### config.mk
export PLATFORM = sky130hd
export DESIGN_NAME = dfx_pkt_encap
export DESIGN_NICKNAME = d
export VERILOG_FILES = /design/src/rtl/dfx_pkt_encap.sv
export SDC_FILE = /design/constraint.sdc
export NUM_CORES = 1
export LEC_CHECK = 0
export CORE_MARGIN = 2
export CORE_UTILIZATION = 39
export CTS_CLUSTER_DIAMETER = 100
export DETAILED_ROUTE_END_ITERATION = 8
export GPL_TIMING_DRIVEN = 0
export PLACE_DENSITY = 0.94
export SYNTH_ARGS = -nofsm -noshare
export SYNTH_HDL_FRONTEND = slang
export SYNTH_SLANG_ARGS = --single-unit
### constraint.sdc
create_clock -name clk -period 5.5 [get_ports clk]
set_input_delay 1.1 -clock clk [delete_from_list [all_inputs] [get_ports clk]]
set_output_delay 1.1 -clock clk [all_outputs]
set_load 0.01 [all_outputs]
### src/rtl/dfx_pkt_encap.sv
// Packet encapsulator feeding router input port 0: requests a header, then emits header + payload frame.
// Optional build macro ENCAP_CHECKSUM_EN appends an XOR checksum word after the payload.
module dfx_pkt_encap #(
  parameter int          AURORA_DATA_WIDTH = 64,
  parameter int          ADDR_WIDTH        = 10,
  parameter int          PAYLOAD_WORDS     = 4,
  parameter logic [7:0]  SOF_MAGIC         = 8'hA5
) (
  input  logic                         clk,
  input  logic                         rst_n,
  input  logic                         encap_en,
  output logic                         ready_encap_dfx,
  input  logic [8:0]                   header_pkt_in,
  input  logic [ADDR_WIDTH-1:0]        dst_addr_in,
  input  logic [AURORA_DATA_WIDTH-1:0] pl_data,
  input  logic                         pl_valid,
  output logic                         pl_ready,
  output logic [AURORA_DATA_WIDTH-1:0] tx_data,
  output logic                         tx_valid,
  input  logic                         tx_ready,
  output logic                         tx_sof,
  output logic                         tx_eof,
  output logic                         busy,
  output logic [15:0]                  frame_count
);

  // state | meaning
  // IDLE  | waiting for encap_en
  // REQ   | header request pulse to router controller
  // LATCH | capture header and destination address
  // HDR   | present header word until accepted
  // PAY   | pass payload words straight through to the FIFO
  // CSUM  | present XOR checksum word (checksum build only)
  typedef enum logic [2:0] {
    IDLE,
    REQ,
    LATCH,
    HDR,
`ifdef ENCAP_CHECKSUM_EN
    PAY,
    CSUM
`else
    PAY
`endif
  } state_t;

  localparam logic [7:0] LAST_IDX = 8'(PAYLOAD_WORDS - 1);

  state_t                 state;
  logic [7:0]             cnt;
  logic [8:0]             hdr_q;
  logic [ADDR_WIDTH-1:0]  dst_q;
  logic [AURORA_DATA_WIDTH-1:0] hdr_word;
  logic                   last;
`ifdef ENCAP_CHECKSUM_EN
  logic [AURORA_DATA_WIDTH-1:0] csum_q;
`endif

  assign last = (cnt == LAST_IDX);

  always_ff @(posedge clk) begin
    if (!rst_n) begin
      state       <= IDLE;
      cnt         <= '0;
      hdr_q       <= '0;
      dst_q       <= '0;
      frame_count <= '0;
`ifdef ENCAP_CHECKSUM_EN
      csum_q      <= '0;
`endif
    end else begin
      case (state)
        IDLE: if (encap_en) state <= REQ;
        REQ:  state <= LATCH;
        LATCH: begin
          hdr_q  <= header_pkt_in;
          dst_q  <= dst_addr_in;
`ifdef ENCAP_CHECKSUM_EN
          csum_q <= '0;
`endif
          state  <= HDR;
        end
        HDR: if (tx_ready) begin
          cnt   <= '0;
          state <= PAY;
        end
        PAY: if (pl_valid && tx_ready) begin
          cnt <= cnt + 8'd1;
`ifdef ENCAP_CHECKSUM_EN
          csum_q <= csum_q ^ pl_data;
          if (last) state <= CSUM;
`else
          if (last) begin
            frame_count <= frame_count + 16'd1;
            state       <= encap_en ? REQ : IDLE;
          end
`endif
        end
`ifdef ENCAP_CHECKSUM_EN
        CSUM: if (tx_ready) begin
          frame_count <= frame_count + 16'd1;
          state       <= encap_en ? REQ : IDLE;
        end
`endif
        default: state <= IDLE;
      endcase
    end
  end

  always_comb begin
    hdr_word = '0;
    hdr_word[AURORA_DATA_WIDTH-1 -: 8] = SOF_MAGIC;
    hdr_word[ADDR_WIDTH+8:0]           = {dst_q, hdr_q};
  end

  // Outputs decode directly from the state register; PAY is a zero-latency pass-through.
  always_comb begin
    ready_encap_dfx = (state == REQ);
    busy            = (state != IDLE);
    tx_valid        = 1'b0;
    tx_sof          = 1'b0;
    tx_eof          = 1'b0;
    tx_data         = '0;
    pl_ready        = 1'b0;
    case (state)
      HDR: begin
        tx_valid = 1'b1;
        tx_sof   = 1'b1;
        tx_data  = hdr_word;
      end
      PAY: begin
        tx_valid = pl_valid;
        tx_data  = pl_data;
        pl_ready = tx_ready;
`ifndef ENCAP_CHECKSUM_EN
        tx_eof   = pl_valid && last;
`endif
      end
`ifdef ENCAP_CHECKSUM_EN
      CSUM: begin
        tx_valid = 1'b1;
        tx_eof   = 1'b1;
        tx_data  = csum_q;
      end
`endif
      default: ;
    endcase
  end

endmodule

==> flow_summary.yaml, run 1 <==
status:
  status: "completed"
cts:
  clkSlewWorstSetupHoldPaths_ns: 0.08
  clock_latency_ns: 0.30
  clock-sinks: 46
  cts_tree: "built"
  cts_setup_buffers: 0
  ctsHoldBuffers: 0
  cts_resized: 0
  cts-root-buf: "clkbuf_8"
  cts_htree_levels: 2
  cts_buffer_depth: 2
  cts_buffers: 5
layout:
  register_area_um2: 921
  final_nets: 593
  multiInputGateArea_mm2: 0.00156
  diodes: 0
  syn_to_final_growth_pct: 73.4
  drive_gt1_share_pct: 4.37
  nFillCells: 481
worst_hold_path:
  holdPathStages: 2
  whs_endpoint: "dst_q[6]$_SDFFE_PN0P_"
  min_from: "dst_q[6]$_SDFFE_PN0P_"
  min_path_type: "register to register"
die:
  die_h_um: 85.6
  initial_core_util_pct: 40.6
  rows: 29
  chipWidth_um: 85.6
  core_mm2: 0.00639
  io_pins: 174
  fp.dieArea_mm2: 0.00732
placed_design:
  place_congestion: 0.834
  dp_hpwl_um: 6980
  port_buffers: 173
yosys:
  synth_nets: 413
  synthTopCellsByCount: "50 x nand2_1, 46 x dfxtp_1, 43 x and2_1"
  yosys_most_used_dff: "dfxtp_1"
  synth.most_common_cell: "nand2_1"
  synth_edf_count: 0
  netlist_area_mm2: 0.00259
  async_flop_share_pct: 0
  ys_seq_area_share_pct: 35.5
  yosys.area.top_type: "dfxtp_1"
  yosysWarnings: 0
  synth_area_per_cell_um2: 8.03
  synth_top_cell_area_share_pct: 35.5
  ys_ff_latch: 46
  yosysUniqueCellTypes: 51
  synthCells: 323
  synthTopCellsByArea: "dfxtp_1 36%, and2_1 10%, a21oi_1 7.5%, nand2_1 7.2%, a22o_1 6.4%"
route:
  via_per_inst: 5.43
  drtIter0Drc: 183
  first_pass_iters: 4
  drc: 0
  wire_per_inst_um: 15.1
  routed_wl_um: 8780
  ant_nets: 0
  vias: 3152
setup_path:
  crit_buf_inv: 2
  r2r_slack_ns: 3.37
  cp_top_family: "buffers and inverters"
  path_max_fanout: 4
  cp_slowest_stage_delay_ns: 0.56
  worst-r2r-cell-count: 5
  endpoint_kind: "primary output"
  worstPathRequired_ns: 4.40
  start_kind: "primary input"
  r2r-end: "frame_count[4]$_SDFFE_PN0P_"
  critPathArrivalTime_ns: 2.94
  crit_slowest_cell: "clkdlybuf4s50_1"
  path_cells: "clkdlybuf4s50_1 -> nor4bb_1 -> and3_2 -> clkdlybuf4s50_1"
  rr_startpoint: "cnt[0]$_SDFFE_PN0P_"
  worst_path_most_repeated_cell: "clkdlybuf4s50_1"
  critPathKind: "primary input to primary output"
timing:
  tightestPinTransition_ns: 0.630
  period_needed_ns: 4.04
  finalSetupTns_ns: 0
  maxSlewHeadroom_pct: 57.7
  rsz0062_at_grt: "false"
  hold_viol: 0
  fin_crit_sh_pct: 73.4
  fmax_mhz: 248
  finClkSkew_ns: 0.00515
  drv_slew: 0
  final-setup-viol-count: 0
power_and_ir_drop:
  powerDensity_mw_per_mm2: 159
  p_total_w: 0.000717
  leakagePower_nw: 1.57
  ir_worst_vdd_v: 0.000116
grt:
  grt_max_degree: 13
  grt_pass1_vias: 3040
  antenna_found_initial: 0
  grtUsageTotal_pct: 23.1
  grt_overflow: 0
  grt_first_pass_wirelength_um: 13700
run:
  drv_cap: 0
==> state kept, by name, indices dropped and copies added (netlist names) <==
name         flops
cnt              8
frame_count     16
hdr_q            9
dst_q           10
state            3
==> worst max path at each step <==
stage / endpoint / from / depth (start not counted)
CTS: tx_eof / pl_valid / 4
detailed placement: tx_eof / pl_valid / 4
global placement: tx_eof / pl_valid / 4
finish: tx_eof / pl_valid / 4
global route: tx_data[16] / state[2]$_SDFFE_PN0P_ / 5
floorplan: tx_eof / pl_valid / 2
==> power breakdown <==
group / switching (W) / internal (W)
Sequential: 0.00000856 / 0.000346
Combinational: 0.0000680 / 0.0000985
Clock: 0.000109 / 0.0000876
Total: 0.000185 / 0.000532
==> per-stage QoR <==
| stage | hold slack (ns) | instance area, µm² | std cells | setup slack [ns] | utilization, % |
|---|---|---|---|---|---|
| floorplan | 0.437 | 2590 | 323 | 2.71 | - |
| global placement | 0.443 | 4420 | 573 | 1.54 | 69.2 |
| detailed placement | 0.450 | 4420 | 573 | 1.51 | 69.2 |
| CTS | 0.462 | 4500 | 580 | 1.46 | 70.4 |
| global route | 0.491 | 4500 | 580 | 1.39 | 70.4 |
| finish | 0.461 | 4500 | 580 | 1.46 | 70.4 |
==> layer usage <==
| layer | vias up | routed length (µm) | part of all wire (%) | track usage, % |
|---|---|---|---|---|
| met1 | 1425 | 3190 | 36 | 24.6 |
| met3 | 17 | 945 | 11 | 7.31 |
| li1 | 1536 | - | - | - |
| met2 | 174 | 4450 | 51 | 42.2 |
| met4 | 0 | 197 | 2.2 | 8.80 |
| met5 | - | 0 | 0 | 0 |
==> cell families after synthesis <==
logic type / Yosys count / share of synthesized area, %
simple gates: 152 / 34.8
compound gates: 95 / 24.0
flops: 46 / 35.5
buf+inv: 27 / 4.34
fa+ha+maj: 2 / 0.965
xor+xnor: 1 / 0.338
==> tightest hold or removal path: stages (launching register included) <==
cell	delay, ns
dfxtp_1	0.32
nand2_1	0.05
a21oi_1	0.05
==> final cells by class <==
cell class                 instances  area share (%)
clock buffer                       7            1.70
timing repair buffer             173            38.5
tap                               77            2.14
sequential                        46            20.5
multi-input combinational        250            34.7
inverter                           5           0.417
buffer                            22            2.09
==> cell usage in the layout, fill, tap and decap left out, types with 5 or more instances in the layout <==
| cell type | synthesis | final |
|---|---|---|
| nand3_1 | 7 | 7 |
| clkdlybuf4s50_1 | 0 | 173 |
| and2_1 | 43 | 43 |
| dfxtp_1 | 46 | 46 |
| clkbuf_8 | 0 | 5 |
| or3_1 | 7 | 7 |
| clkbuf_1 | 14 | 16 |
| or4_1 | 8 | 8 |
| o31ai_1 | 8 | 8 |
| nand2_1 | 50 | 50 |
| a22o_1 | 19 | 19 |
| o21ai_0 | 7 | 7 |
| a21oi_1 | 39 | 39 |
| nor2_1 | 8 | 8 |
Note: power is estimated with default switching activity, not from simulation.
==> run 2: changes to the inputs <==
Settings changed: CORE_UTILIZATION 39 to 33, PLACE_DENSITY 0.94 to 0.85.
Clock period 5.5 ns to 3.6 ns, I/O delays scaled along.
==> flow_summary.yaml, run 2 (synthesized netlist as in run 1, its figures left out) <==
status:
  status: "completed"
setup_path:
  endpoint_kind: "primary output"
  path_max_fanout: 10
  crit_start: "state[2]$_SDFFE_PN0P_"
  worst-r2r-cell-count: 5
  critPathArrivalTime_ns: 2.67
  start_kind: "register"
  endpoint: "pl_ready"
  r2r_slack_ns: 1.51
  rr_startpoint: "cnt[0]$_SDFFE_PN0P_"
  worstPathRequired_ns: 2.88
  critPathKind: "register to primary output"
  r2r-end: "frame_count[3]$_SDFFE_PN0P_"
layout:
  final_nets: 593
  largest-register: "frame_count"
  diodes: 0
  reg_top3: "frame_count x16, dst_q x10, hdr_q x9"
  utilization_pct: 59.4
  drive_gt1_share_pct: 5.16
  most-common-layout-cells: "173 x clkdlybuf4s50_1, 50 x nand2_1, 46 x dfxtp_1, 43 x and2_1, 39 x a21oi_1"
  syn_to_final_growth_pct: 76.0
  largest_register_ffs: 16
  final_common_cell: "clkdlybuf4s50_1"
placed_design:
  dp_hpwl_um: 7050
  place_congestion: 0.800
  port_buffers: 173
timing:
  rsz0062_at_grt: "false"
  finClkSkew_ns: 0.00953
  timing.hold.ws_ns: 0.462
  drv_slew: 0
  period_needed_ns: 3.39
  tightestPinTransition_ns: 0.646
  maxSlewHeadroom_pct: 56.9
  fmax_mhz: 295
  final-setup-viol-count: 0
  fin_crit_sh_pct: 94.1
  finalSetupTns_ns: 0
  hold_viol: 0
route:
  wire_per_inst_um: 14.8
  ant_nets: 0
  drc: 0
  via_per_inst: 5.21
  first_pass_iters: 4
  drtIter0Drc: 139
  vias: 3158
  routed_wl_um: 8960
die:
  fp.dieArea_mm2: 0.00858
  chipWidth_um: 92.7
  die_h_um: 92.7
  io_pins: 174
  core_mm2: 0.00769
  initial_core_util_pct: 33.7
  rows: 32
worst_hold_path:
  min_path_type: "register to register"
  min_from: "hdr_q[7]$_SDFFE_PN0P_"
grt:
  grt_first_pass_wirelength_um: 14300
  grt_pass1_vias: 3084
  grt_max_degree: 15
  grt_overflow: 0
  antenna_found_initial: 0
  grtUsageTotal_pct: 20.3
cts:
  cts-root-buf: "clkbuf_8"
  cts_buffer_depth: 2
  cts_buffers: 5
  cts_setup_buffers: 0
  clock-sinks: 46
  cts_htree_levels: 2
  clkSlewWorstSetupHoldPaths_ns: 0.09
  clock_latency_ns: 0.30
  ctsHoldBuffers: 0
  cts_tree: "built"
power_and_ir_drop:
  ir_worst_vdd_v: 0.000239
  leakagePower_nw: 1.59
  p_total_w: 0.00118
  powerDensity_mw_per_mm2: 259
run:
  drv_cap: 0
[run 2: cell types whose count changed in the layout (fill, tap and decap cells not counted)]
cell	previous run	this run
bufinv_16	0	1
buf_1	4	3
clkbuf_2	1	3
clkinvlp_4	0	1
clkbuf_1	16	14
[run 2: area by class of cell]
type	instances	area, µm²
Clock buffer	6	72.6
Clock inverter	2	37.5
Inverter	5	18.8
Multi-Input combinational cell	250	1560
Timing Repair Buffer	173	1730
Sequential cell	46	921
Fill cell	697	3120
Buffer	22	96.3
Tap cell	102	128
[run 2: repair_timing]
action,4_1_cts,5_1_grt
pin swaps,0,0
endpoints found under the setup margin,5,1
gates resized for setup,1,1
[run 2: worst max-delay path, stage by stage (launching register included)]
cell,delay (ns)
dfxtp_1,0.48
nor3b_4,0.44
clkbuf_2,0.35
buf_1,0.34
and2_1,0.18
clkdlybuf4s50_1,0.56
[run 2: layer usage]
layer | wire (µm) | track usage, % | up-vias
li1 | - | - | 1529
met1 | 3470 | 21.5 | 1444
met2 | 4360 | 37.6 | 170
met3 | 951 | 6.43 | 15
met4 | 180 | 7.11 | 0
met5 | 0 | 0 | -
[run 2: power by group]
group / switching [W] / total [W] / internal, W
Sequential: 0.0000131 / 0.000542 / 0.000529
Clock: 0.000175 / 0.000383 / 0.000207
Combinational: 0.000107 / 0.000257 / 0.000150
Total: 0.000295 / 0.00118 / 0.000886
[run 2: stage by stage]
step	instances	area, µm²	setup WS [ns]
2_1_floorplan	323	2590	1.33
3_3_place_gp	598	4450	0.336
3_5_place_dp	598	4450	0.317
4_1_cts	606	4560	0.168
5_1_grt	606	4570	0.0737
6_report	606	4570	0.214
[run 2: how the worst min path moves through the flow]
stage / slack [ns] / depth (start not counted) / end
6_report: 0.46 / 2 / hdr_q[7]$_SDFFE_PN0P_
4_1_cts: 0.46 / 2 / dst_q[3]$_SDFFE_PN0P_
3_3_place_gp: 0.45 / 2 / hdr_q[8]$_SDFFE_PN0P_
5_1_grt: 0.49 / 2 / hdr_q[7]$_SDFFE_PN0P_
3_5_place_dp: 0.45 / 2 / dst_q[3]$_SDFFE_PN0P_
2_1_floorplan: 0.44 / 2 / dst_q[0]$_SDFFE_PN0P_
==> run 3: changes to the inputs <==
Settings changed: MAX_ROUTING_LAYER set to met4, SKIP_LAST_GASP set to 1.
==> flow_summary.yaml, run 3 (synthesized netlist as in run 1, its figures left out) <==
placed_design:
  dp_hpwl_um: 7050
  port_buffers: 173
  dp_slack_ns: 0.317
  place_congestion: 0.811
route:
  drtIter0Drc: 136
  ant_nets: 0
  vias: 3154
  wire_per_inst_um: 14.8
  drc: 0
  first_pass_iters: 4
  via_per_inst: 5.20
  routed_wl_um: 8970
grt:
  grt_max_degree: 15
  grtUsageTotal_pct: 20.8
  antenna_found_initial: 0
  grt_overflow: 0
  grt_pass1_vias: 3085
  grt_first_pass_wirelength_um: 14300
setup_path:
  critPathKind: "register to primary output"
  critPathArrivalTime_ns: 2.66
  path_cells: "nor3b_4 -> clkbuf_2 -> buf_1 -> and2_1 -> clkdlybuf4s50_1"
  start_kind: "register"
  endpoint_kind: "primary output"
  cp_slowest_stage_delay_ns: 0.56
  path_max_fanout: 10
  crit_slowest_cell: "clkdlybuf4s50_1"
  worstPathRequired_ns: 2.88
layout:
  largest-register: "frame_count"
  largest_register_ffs: 16
  nFillCells: 697
  diodes: 0
  syn_to_final_growth_pct: 76.0
  register_area_um2: 921
  drive_gt1_share_pct: 5.16
  multiInputGateArea_mm2: 0.00156
  final_common_cell: "clkdlybuf4s50_1"
  final_nets: 593
  utilization_pct: 59.4
  reg_top3: "frame_count x16, dst_q x10, hdr_q x9"
  most-common-layout-cells: "173 x clkdlybuf4s50_1, 50 x nand2_1, 46 x dfxtp_1, 43 x and2_1, 39 x a21oi_1"
power_and_ir_drop:
  ir_worst_vdd_v: 0.000239
  powerDensity_mw_per_mm2: 259
  leakagePower_nw: 1.59
timing:
  maxSlewHeadroom_pct: 57.1
  timing.hold.ws_ns: 0.462
  drv_slew: 0
  finalSetupTns_ns: 0
  fmax_mhz: 296
  fin_crit_sh_pct: 93.9
  rsz0062_at_grt: "false"
  finClkSkew_ns: 0.00808
  hold_viol: 0
  period_needed_ns: 3.38
  final-setup-viol-count: 0
  layout_setup_ws_ns: 0.220
  tightestPinTransition_ns: 0.643
run:
  drv_cap: 0
cts:
  clock_latency_ns: 0.30
  cts_buffers: 5
  clkSlewWorstSetupHoldPaths_ns: 0.09
  cts-root-buf: "clkbuf_8"
  cts_tree: "built"
  cts_htree_levels: 2
  cts_buffer_depth: 2
  clock-sinks: 46
  ctsHoldBuffers: 0
  cts_setup_buffers: 0
die:
  io_pins: 174
  chipWidth_um: 92.7
  die_h_um: 92.7
  fp.dieArea_mm2: 0.00858
  core_mm2: 0.00769
  rows: 32
  initial_core_util_pct: 33.7
status:
  status: "completed"
worst_hold_path:
  min_path_type: "register to register"
## run 3: cell counts in the layout (fill, tap and decap cells not counted)
No cell type changed its count.
## run 3: metrics by stage
stage	std cells	area, µm²	total power (W)
CTS	606	4560	0.00119
global route	606	4570	0.00123
finish	606	4570	0.00118
global placement	598	4450	0.000804
detailed placement	598	4450	0.000811
floorplan	323	2590	0.000647
## run 3: critical path: cells and delay by family (launching register included)
family,cells,cell delay (ns)
flops,1,0.48
simple gates,2,0.61
buf+inv,3,1.25
## run 3: per-layer routing
layer | up-vias | wire (µm) | track usage (%)
li1 | 1529 | - | -
met1 | 1438 | 3540 | 22.2
met2 | 171 | 4370 | 37.6
met3 | 16 | 876 | 5.21
met4 | 0 | 181 | 7.11
met5 | - | 0 | -
## run 3: path summary, 6_finish.rpt
check / startpoint / end / slack, ns / cells after the start
max: state[2]$_SDFFE_PN0P_ / pl_ready / 0.22 / 5
min: hdr_q[7]$_SDFFE_PN0P_ / hdr_q[7]$_SDFFE_PN0P_ / 0.46 / 2
max reg2reg: cnt[0]$_SDFFE_PN0P_ / frame_count[3]$_SDFFE_PN0P_ / 1.51 / 5
min reg2reg: hdr_q[7]$_SDFFE_PN0P_ / hdr_q[7]$_SDFFE_PN0P_ / 0.46 / 2
## run 3: area by class of cell
type,count,area share (%)
buffer,22,2.11
clock buffer,6,1.59
clock inverter,2,0.822
inverter,5,0.411
multi-input combinational,250,34.2
sequential,46,20.2
tap,102,2.80
timing repair buffer,173,37.9
## run 3: repair_timing
action,4_1_cts,5_1_grt
resized for setup,1,1
endpoints found under the hold margin,0,0
endpoints found under the setup margin,5,1
## run 3: power breakdown
part | switching (W) | internal [W] | leakage (nW)
Clock | 0.000175 | 0.000207 | 0.0514
Combinational | 0.000107 | 0.000150 | 1.17
Sequential | 0.0000132 | 0.000529 | 0.372
